[src/rtl/axis_out_framer.sv]
// axis_out_framer: frames an upstream pixel stream into one output image of
// DST_IMG_WIDTH x DST_IMG_HEIGHT pixels, regenerating tlast/tuser.
// Latency: 1 cycle from upstream accept to m_axis_tvalid (2-entry skid buffer).
// Backpressure: s_axis_tready is registered "buffer not full"; there is no
// combinational path from m_axis_tready.
// Ports: clk/rst_n (async active-low); start pulse arms one frame;
// s_axis_* upstream stream (tlast is only checked); m_axis_* downstream stream;
// frame_done pulses once per frame; tlast_err is a sticky upstream tlast mismatch.
module axis_out_framer #(
  parameter int DATA_WIDTH     = 32,
  parameter int DST_IMG_WIDTH  = 3840,
  parameter int DST_IMG_HEIGHT = 2160
) (
  input  logic                  clk,
  input  logic                  rst_n,
  input  logic                  start,
  input  logic                  s_axis_tvalid,
  output logic                  s_axis_tready,
  input  logic [DATA_WIDTH-1:0] s_axis_tdata,
  input  logic                  s_axis_tlast,
  output logic                  m_axis_tvalid,
  input  logic                  m_axis_tready,
  output logic [DATA_WIDTH-1:0] m_axis_tdata,
  output logic                  m_axis_tlast,
  output logic                  m_axis_tuser,
  output logic                  frame_done,
  output logic                  tlast_err
);

  localparam int COL_W = (DST_IMG_WIDTH  > 1) ? $clog2(DST_IMG_WIDTH)  : 1;
  localparam int ROW_W = (DST_IMG_HEIGHT > 1) ? $clog2(DST_IMG_HEIGHT) : 1;
  localparam logic [COL_W-1:0] COL_LAST = COL_W'(DST_IMG_WIDTH - 1);
  localparam logic [ROW_W-1:0] ROW_LAST = ROW_W'(DST_IMG_HEIGHT - 1);

  typedef enum logic [1:0] {IDLE, RUN, DONE} state_t;

  state_t                state_q, state_d;
  logic [COL_W-1:0]      col_q;
  logic [ROW_W-1:0]      row_q;
  logic                  frame_full_q, frame_full_d;  // every pixel of the frame accepted
  logic                  s_rdy_q, s_rdy_d;
  logic                  err_q;

  // Skid buffer: two entries, each carrying the pixel plus its sideband bits.
  // buf_eof marks the final pixel of the frame so the FSM can retire on its pop.
  logic [DATA_WIDTH-1:0] buf_dat [2];
  logic [1:0]            buf_last, buf_user, buf_eof;
  logic                  wr_ptr, rd_ptr;
  logic [1:0]            cnt_q, cnt_d;

  logic push, pop, col_last, row_last, start_go;

  assign push     = s_axis_tvalid & s_rdy_q;
  assign pop      = m_axis_tvalid & m_axis_tready;
  assign col_last = (col_q == COL_LAST);
  assign row_last = (row_q == ROW_LAST);
  assign start_go = (state_q == IDLE) & start;

  always_comb begin
    state_d = state_q;
    case (state_q)
      IDLE:    if (start) state_d = RUN;
      RUN:     if (pop && buf_eof[rd_ptr]) state_d = DONE;
      DONE:    state_d = IDLE;
      default: state_d = IDLE;
    endcase
  end

  always_comb begin
    cnt_d = cnt_q;
    case ({push, pop})
      2'b10:   cnt_d = cnt_q + 2'd1;
      2'b01:   cnt_d = cnt_q - 2'd1;
      default: cnt_d = cnt_q;
    endcase
    frame_full_d = frame_full_q;
    if (start_go)
      frame_full_d = 1'b0;
    else if (push && col_last && row_last)
      frame_full_d = 1'b1;
    // Ready for the next cycle is decided from next-cycle state only, so it
    // can be a plain flop.
    s_rdy_d = (state_d == RUN) && !frame_full_d && (cnt_d != 2'd2);
  end

  always_ff @(posedge clk or negedge rst_n) begin
    if (!rst_n) begin
      state_q      <= IDLE;
      col_q        <= '0;
      row_q        <= '0;
      frame_full_q <= 1'b0;
      s_rdy_q      <= 1'b0;
      err_q        <= 1'b0;
      buf_dat[0]   <= '0;
      buf_dat[1]   <= '0;
      buf_last     <= '0;
      buf_user     <= '0;
      buf_eof      <= '0;
      wr_ptr       <= 1'b0;
      rd_ptr       <= 1'b0;
      cnt_q        <= '0;
    end else begin
      state_q      <= state_d;
      frame_full_q <= frame_full_d;
      s_rdy_q      <= s_rdy_d;
      cnt_q        <= cnt_d;

      if (start_go) begin
        col_q <= '0;
        row_q <= '0;
      end else if (push) begin
        if (col_last) begin
          col_q <= '0;
          row_q <= row_last ? '0 : row_q + 1'b1;
        end else begin
          col_q <= col_q + 1'b1;
        end
      end

      // Sideband is decided at accept time; upstream tlast only feeds the error flag.
      if (push) begin
        buf_dat[wr_ptr]  <= s_axis_tdata;
        buf_last[wr_ptr] <= col_last;
        buf_user[wr_ptr] <= (col_q == '0) && (row_q == '0);
        buf_eof[wr_ptr]  <= col_last && row_last;
        wr_ptr           <= ~wr_ptr;
      end
      if (pop)
        rd_ptr <= ~rd_ptr;

      // A mismatch set takes priority over the clear from start.
      if (push && (s_axis_tlast != col_last))
        err_q <= 1'b1;
      else if (start_go)
        err_q <= 1'b0;
    end
  end

  assign s_axis_tready = s_rdy_q;
  assign m_axis_tvalid = (cnt_q != 2'd0);
  assign m_axis_tdata  = buf_dat[rd_ptr];
  assign m_axis_tlast  = buf_last[rd_ptr];
  assign m_axis_tuser  = buf_user[rd_ptr];
  assign frame_done    = (state_q == DONE);
  assign tlast_err     = err_q;

endmodule
[config.mk]
export PLATFORM = sky130hd
export DESIGN_NAME = axis_out_framer
export DESIGN_NICKNAME = d
export VERILOG_FILES = /design/src/rtl/axis_out_framer.sv
export SDC_FILE = /design/constraint.sdc
export NUM_CORES = 1
export LEC_CHECK = 0
export BUFFER_PORTS_ARGS = -buffer_cell sky130_fd_sc_hd__buf_2
export CAP_MARGIN = 40
export CELL_PAD_IN_SITES_DETAIL_PLACEMENT = 2
export CELL_PAD_IN_SITES_GLOBAL_PLACEMENT = 2
export CORE_MARGIN = 5
export CORE_UTILIZATION = 35
export CTS_CLUSTER_DIAMETER = 40
export DETAILED_ROUTE_END_ITERATION = 6
export GPL_TIMING_DRIVEN = 0
export HOLD_SLACK_MARGIN = 0.06
export MAX_ROUTING_LAYER = met4
export PLACE_DENSITY_LB_ADDON = 0.1
export SYNTH_ARGS = -nofsm -noshare
export SYNTH_HDL_FRONTEND = slang
export SYNTH_SLANG_ARGS = --single-unit
export TNS_END_PERCENT = 30
[constraint.sdc]
create_clock -name clk -period 2.6 [get_ports clk]
set_clock_uncertainty 0.05 [all_clocks]
set_input_delay 0.78 -clock clk [delete_from_list [all_inputs] [get_ports clk]]
set_output_delay 0.78 -clock clk [all_outputs]
set_load 0.05 [all_outputs]
# Yosys cells after proc, flatten, opt, wreduce, memory -nomap -nowiden
# Index checks and enable logic that the tools add are counted.
# totals
reg_bits	103
in_bits	38
out_inout_bits	38
# classes
n_bitwise	7
order_cmp	6
reduce_logical	19
mux	32
add_sub_neg	4
eq_ne	9
# ops
operator	count
$mux 32	4
$mux 12	7
$bwmux 64	1
$demux 32 s1	1
$add 12x1->12 const B	2
$eq 12x12->1 const B	2
$logic_not 12->1	2
$mux 1	11
$logic_and 1x1->1	10
$pmux 2 s2	2
$reduce_bool 2->1	4
$bwmux 2	3
$eq 2x1->1 const B	3
$eq 2x2->1 const B	2
$ge 2x2->1 const B	2
$lt 1x2->1 const B	2
$mux 2	2
$not 1->2	2
$and 1x1->1	3
$add 2x1->2 const B	1
$logic_not 2->1	1
$lt 2x1->1 const B	1
$ne 2x2->1 const B	1
$not 1->1	2
other kinds (6)	6

# Logic depth before layout (Yosys ltp)
# Gate-level depths: netlist of the first run.
# depth
word_depth	8
mapped_depth	9

# Worst setup path after synthesis of the first run
# Ideal clock, no wire load.
# synth_path
path_kind	in2reg
from	input port s_axis_tvalid
to	register s_rdy_q, in the netlist s_axis_tready
n_path_buf	1
arrival_ps	2205
stages	9
path_slack_ps	267
t_required_ps	2473
cell_sequence	and2_0 > inv_1 > clkbuf_1 > ha_1 > nor2b_1 > nand2_1 > o21ai_0 > a221o_1 > a21oi_1
# synth_between
elab_chain_cells	8
# synth_lines
item	line_no	rtl
start: declaration	17	input logic s_axis_tvalid,
$and 1x1->1 *	53	assign push = s_axis_tvalid & s_rdy_q;
parallel branches: the longest is 6 deep, another holds $eq 2x1->1	--	
$logic_and 1x1->1 *	83	s_rdy_d = (state_d == RUN) && !frame_full_d && (cnt_d != 2'd2);
net s_rdy_d	41	logic s_rdy_q, s_rdy_d;
end signal: assignment	105	s_rdy_q <= s_rdy_d;
end: declaration	41	
# Mark *: on every way through the listed nets, which the timed path passes.
# A chain may end at the register's enable or synchronous reset.

# Worst setup path in the final report of the first run
# layout_path
from	register rd_ptr
to	output port m_axis_tdata[1]
# layout_between
elab_chain_cells	4
# layout_lines
item	line_no	rtl
start: declaration	48	logic wr_ptr, rd_ptr;
start signal: assignment	129	rd_ptr <= ~rd_ptr;
$not 1->2 (implied by the code)	141	assign m_axis_tdata = buf_dat[rd_ptr];
$mux 32 (implied by the code) (3 in series)	141	
end: declaration	23	output logic [DATA_WIDTH-1:0] m_axis_tdata,
# Every way passes these cells. The select of a mux whose other input is x is not followed.

==> run metrics, run 1 <==
latest clock arrival within the worst-skew pair=0.35 ns; share of post-route cells with drive strength above 1=42.7%; Worst Hold Path EP=buf_eof[1]; Synth Flop Type=dfrtp_1; final cell count without fillers=between 600 and 700; diode count=0; relative slew slack=about half; post-detailed-route count of antenna-violating nets=0; clk buf depth=2; die width=about 130 um; peak supply drop=529 uV; min-delay src=buf_eof[1]; fillers=between 1k and 1.5k; FF+latch count, synth=103; clock tree from TritonCTS=built; r2r endpoint=s_axis_tready; Layout area overhead=19.9%; Hold Path Depth=2; first-pass GRT wire length=20.2 mm; drc violations=0; Worst Max-Slew Pin Slew=just under 0.8 ns; All-Layer GR Usage=16.3%; core area=13300 um2; warnings from Yosys=0; RSZ-0062 raised after global routing=false; Pwr Total=approximately 7.7 mW; EDFF count, synth=0; post-route clock period utilization=96.0%; Starting DRT DRC Count=62; Async SR Flop Fraction=100%; vias in the first global route=roughly 3.8k; clock sink count=just over 100; CP required=~1.8 ns; Die Span Y=127 um; Clock Power Share=18.0%; Hold Path Class=reg2reg; Hold Fails Final Rpt=0; Clock Root Buffer=clkbuf_16; final core utilization=43.2%; IO buf count=75; DR WL/cell=18.1 um; Synth Cell Area=between 4000 and 5000 um2; register-to-register setup slack=0.31 ns; via count=between 3k and 4k; largest net degree at the start of global routing=58; most frequent cells in the layout=102 x dfrtp_1, 99 x mux2_2, 77 x buf_2; Gate power share=48.3%; leading cell type in the layout, fill and taps excluded=dfrtp_1; power density over the cells=1330 nW/um2; CP Capture Type=primary output; Int Power=4.35 mW; Leak Pwr=2.52 nW; Worst Path Arrival=1.67 ns; status=completed; Routability Congestion=0.800; fraction of the yosys area taken by sequential cells=between 50% and 60%; GRT overflow=0; drt total wl=12.1 mm; H-tree levels=3; kind of critical path=reg2out; post-route cell area=5760 um2; Post-Place Cells=approximately 650; Sw Share=43.4%; element type at the critical path start=flop; DR pass1 iterations=4; Crit. Startpoint=rd_ptr; Slew Viols, Final=0; final setup vio count=0; DP Area=5450 um2; Syn Area/Cell=12.1 um2; WHS=0.438 ns; count of cell types in the netlist=47; Vias/cell=5.16; max frequency=roughly 400 MHz; Layout Nets=527; FP Rows=between 40 and 50; Sw Pwr=around 3.3 mW; R2R Path Start=s_axis_tready; initial antenna violation count=0; Initial Util=36.0%; MaxCap Viol Count=0; Die ar.=16200 um2; hpwl dp=8.94 mm; io pins=76; Post-Syn Nets=440; cells after synthesis=397; r2r worst-path depth=8; Final min period=2.50 ns; top fanout value on the critical path=10; Reg power frac=33.8%; clk slew on worst S/H paths=0.07 ns; clock buffer count from CTS=9
## metrics by stage
stage | worst slack [ns] | setup TNS (ns)
2_1_floorplan | 0.267 | 0
3_3_place_gp | -0.487 | -53.73
3_5_place_dp | -0.296 | -4.47
4_1_cts | 0.0189 | 0
5_1_grt | 0.00304 | 0
6_report | 0.103 | 0
## timing repair
action,4_1_cts,5_1_grt
setup buffers,0,0
hold buffers,0,0
setup endpoints to repair,29,10
resized for setup,7,2
## state kept, by name, indices dropped and copies added (netlist names)
| register | cells |
|---|---|
| rd_ptr | 1 |
| cnt_q | 2 |
| frame_full_q | 1 |
| buf_user | 2 |
| buf_eof | 2 |
| col_q | 12 |
| buf_last | 2 |
| wr_ptr | 1 |
| row_q | 12 |
| state_q | 2 |
| s_axis_tready | 1 |
| buf_dat | 64 |
| tlast_err | 1 |
## cell usage after synthesis, types with 4 or more instances
| library cell | count | share of area [%] |
|---|---|---|
| dfrtp_1 | 103 | 54 |
| mux2_2 | 99 | 23 |
| nand2_1 | 27 | 2.1 |
| nor2_1 | 25 | 2.0 |
| o21ai_0 | 16 | 1.7 |
| nand3_1 | 14 | 1.5 |
| clkbuf_1 | 11 | 0.86 |
| inv_1 | 10 | 0.78 |
| nor3_1 | 9 | 0.94 |
| a21oi_1 | 7 | 0.73 |
| xnor2_1 | 7 | 1.3 |
| ha_1 | 5 | 1.3 |
| nand4_1 | 5 | 0.65 |
| o31ai_1 | 5 | 0.78 |
| xor2_1 | 5 | 0.91 |
| a31oi_1 | 4 | 0.52 |
| nor3b_1 | 4 | 0.62 |
## layer usage
layer / track usage (%) / vias to the layer above / part of all wire (%)
li1: - / 1599 / -
met1: 20.7 / 1760 / 46
met2: 26.4 / 59 / 49
met3: 2.88 / 14 / 3.7
met4: 5.30 / 0 / 1.5
met5: - / - / 0
## critical path, stage by stage, from the launching register on
cell     delay (ns)
dfrtp_2        0.49
buf_4          0.24
mux2_2         0.36
buf_2          0.21
## cell type report
class / count / area (um2) / share of cell area, %
sequential: 103 / 2580 / 44.7
multi-input combinational: 269 / 2130 / 37.0
timing repair buffer: 78 / 427 / 7.40
clock buffer: 11 / 243 / 4.21
tap: 176 / 220 / 3.82
buffer: 13 / 63.8 / 1.11
clock inverter: 5 / 62.6 / 1.09
inverter: 10 / 37.5 / 0.651
## power by group through the flow
| stage | Clock [mW] | Combinational [mW] | Sequential [mW] |
|---|---|---|---|
| 2_1_floorplan | 0 | 2.98 | 2.52 |
| 5_1_grt | 1.52 | 3.97 | 2.68 |
| 3_3_place_gp | 0 | 3.71 | 2.53 |
| 4_1_cts | 1.44 | 3.79 | 2.61 |
| 3_5_place_dp | 0 | 3.79 | 2.61 |
| 6_report | 1.38 | 3.71 | 2.60 |
## worst max path at each step
stage	endpoint	slack (ns)	cells past startpoint
2_1_floorplan	s_axis_tready	0.27	9
3_3_place_gp	buf_dat[56]	-0.49	1
3_5_place_dp	s_axis_tready	-0.30	9
4_1_cts	m_axis_tdata[28]	0.02	3
5_1_grt	m_axis_tdata[5]	0.003	3
6_report	m_axis_tdata[1]	0.10	3
## logic make-up (layout without fill, tap and decap cells)
| group | Yosys count | after routing | share of synthesized area (%) |
|---|---|---|---|
| AO/OA/AOI/OAI | 42 | 42 | 5.65 |
| XOR/XNOR | 12 | 12 | 2.19 |
| adder cells (fa/ha/maj) | 5 | 5 | 1.30 |
| buffers and inverters | 25 | 117 | 2.03 |
| flip-flops | 103 | 103 | 53.6 |
| multiplexers | 100 | 100 | 23.4 |
| AND/OR/NAND/NOR | 110 | 110 | 11.8 |
No activity file was read; power rests on OpenSTA's default activity.
==> run 2: changes to the inputs <==
--- a/config.mk
+++ b/config.mk
@@ -17,6 +17,7 @@
 export HOLD_SLACK_MARGIN = 0.06
 export MAX_ROUTING_LAYER = met4
 export PLACE_DENSITY_LB_ADDON = 0.1
+export RECOVER_POWER = 100
 export SYNTH_ARGS = -nofsm -noshare
 export SYNTH_HDL_FRONTEND = slang
 export SYNTH_SLANG_ARGS = --single-unit
==> run 2 against run 1 <==
  * The flow now finishes with violations (capacitance limit, slew limit)
  * Largest power group unchanged
  * Register-to-register slack worse by 0.10 ns
  * First-iteration DRC count down 8.1%
  * Total power down 0.20%
  * Core utilization down 0.13 points
  * Largest cell class unchanged
==> run metrics, run 2 (same netlist as run 1, synthesis figures left out) <==
kind of critical path=reg2out; MaxCap Viol Count=1 (+1); power density over the cells=1340 nW/um2 (+0.10%); initial antenna violation count=0 (unchanged); GRT overflow=0 (unchanged); All-Layer GR Usage=16.3% (unchanged); Int Power=4.33 mW (-0.46%); largest net degree at the start of global routing=58 (unchanged); element type at the critical path start=flop; die width=127 um (unchanged); drt total wl=12.0 mm (-0.31%); via count=3429 (-0.087%); footprint of the multi-input gates=2130 um2 (-0.29%); Vias/cell=5.16 (about the same); Sw Pwr=3.35 mW (+0.13%); max frequency=398 MHz (-0.68%); io pins=76 (unchanged); hpwl dp=8.94 mm (unchanged); Leak Pwr=2.50 nW (-0.65%); FP Rows=42 (unchanged); status=complete, but fails checks; relative slew slack=-2.29% (-50 points); Worst Max-Slew Pin Slew=1.53 ns (+0.756 ns); peak supply drop=529 uV (about the same); max reg flops=64 (unchanged); RSZ-0062 raised after global routing=false; Pwr Total=7.68 mW (-0.20%); Layout Nets=527 (unchanged); leading cell type in the layout, fill and taps excluded=dfrtp_1; final setup vio count=0 (unchanged); most frequent cells in the layout=102 x dfrtp_1, 98 x mux2_2, 49 x buf_2; first-pass GRT wire length=20.2 mm (unchanged); share of post-route cells with drive strength above 1=40.5% (-2.2 points); min-delay src=buf_eof[1]; R2R Path Start=row_q[8]; Initial Util=36.0% (unchanged); H-tree levels=3 (unchanged); DP Area=5450 um2 (unchanged); top fanout value on the critical path=10 (unchanged); final core utilization=43.1% (-0.13 points); Final min period=2.51 ns (+0.0171 ns); violated checks=capacitance limit, slew limit; post-route clock period utilization=96.7% (+0.66 points); Hold Fails Final Rpt=0 (unchanged); vias in the first global route=3843 (unchanged); Worst Path Arrival=1.68 ns (about the same); CP Capture Type=primary output; drc violations=0 (unchanged); CP required=1.77 ns (about the same); DR pass1 iterations=4 (unchanged); Reg power frac=33.8% (about the same); Layout area overhead=19.5%; Hold Path Class=reg2reg; latest clock arrival within the worst-skew pair=0.35 ns (about the same); Largest regs=buf_dat x64, col_q x12, row_q x12; Sw Share=43.6% (+0.14 points); fillers=1404 (+0.21%); Die ar.=16200 um2 (unchanged); diode count=0 (unchanged); clk buf depth=2 (unchanged); post-route cell area=5750 um2 (-0.30%); clock sink count=103 (unchanged); clock tree from TritonCTS=built; IO buf count=75 (unchanged); post-detailed-route count of antenna-violating nets=0 (unchanged); Post CTS Setup Buffer Count=0 (unchanged); Starting DRT DRC Count=57 (-8.1%); Clock Power Share=18.0% (about the same); Gate power share=48.2% (about the same); Routability Congestion=0.800 (unchanged); Crit. Startpoint=rd_ptr; # hold bufs at CTS=0 (unchanged); clock buffer count from CTS=9 (unchanged); Die Span Y=127 um (unchanged); Seq. cell area=2580 um2 (unchanged); largest reg by FF count=buf_dat; DR WL/cell=18.1 um (-0.31%); core area=13300 um2 (unchanged); Clock Root Buffer=clkbuf_16; clk slew on worst S/H paths=0.07 ns (about the same); Slew Viols, Final=57 (+57)
[run 2: through the flow]
step	hold WS [ns]	setup TNS, ns	cells	setup slack [ns]
floorplan	0.394	0	397	0.267
global placement	0.410	-53.73	648	-0.487
detailed placement	0.423	-4.47	651	-0.296
CTS	0.442	0	666	0.0189
global route	0.468	0	665	0.00241
finish	0.438	0	665	0.0859
[run 2: cell type report]
type / count / area share [%]
clock inverter: 5 / 1.09
inverter: 10 / 0.653
sequential: 103 / 44.9
timing repair buffer: 78 / 7.25
buffer: 13 / 1.09
multi-input combinational: 269 / 37.0
clock buffer: 11 / 4.22
tap: 176 / 3.83
[run 2: critical path: stages, from the launching register on]
cell	delay, ns
dfrtp_2	0.49
buf_4	0.24
mux2_2	0.36
clkbuf_2	0.24
[run 2: power by group through the flow]
stage                     combinational, mW  clock, mW  sequential (mW)
final                                  3.70       1.38             2.60
after global routing                   3.96       1.52             2.68
after CTS                              3.79       1.44             2.61
after detailed placement               3.79          0             2.61
after global placement                 3.71          0             2.53
after floorplan                        2.98          0             2.52
[run 2: layer usage]
layer / global-route usage, % / vias up / part of all wire (%)
li1: - / 1600 / -
met1: 20.7 / 1756 / 46
met2: 26.4 / 59 / 49
met3: 2.88 / 14 / 3.4
met4: 5.30 / 0 / 1.5
met5: - / - / 0
[run 2: path summary, 6_finish.rpt]
path	to	slack [ns]	cells after the start
worst max register to register	row_q[9]	0.21	5
worst min-delay path	buf_eof[1]	0.44	2
max in group asynchronous	rd_ptr	0.81	2
worst max-delay path	m_axis_tdata[26]	0.09	3
worst min register to register	buf_eof[1]	0.44	2
min in group asynchronous	buf_dat[4]	0.77	1
[run 2: timing repair]
item / in CTS / in global routing
resized for setup: 7 / 2
pin swaps: 0 / 0
endpoints found under the setup margin: 29 / 10
cloned: 0 / 0
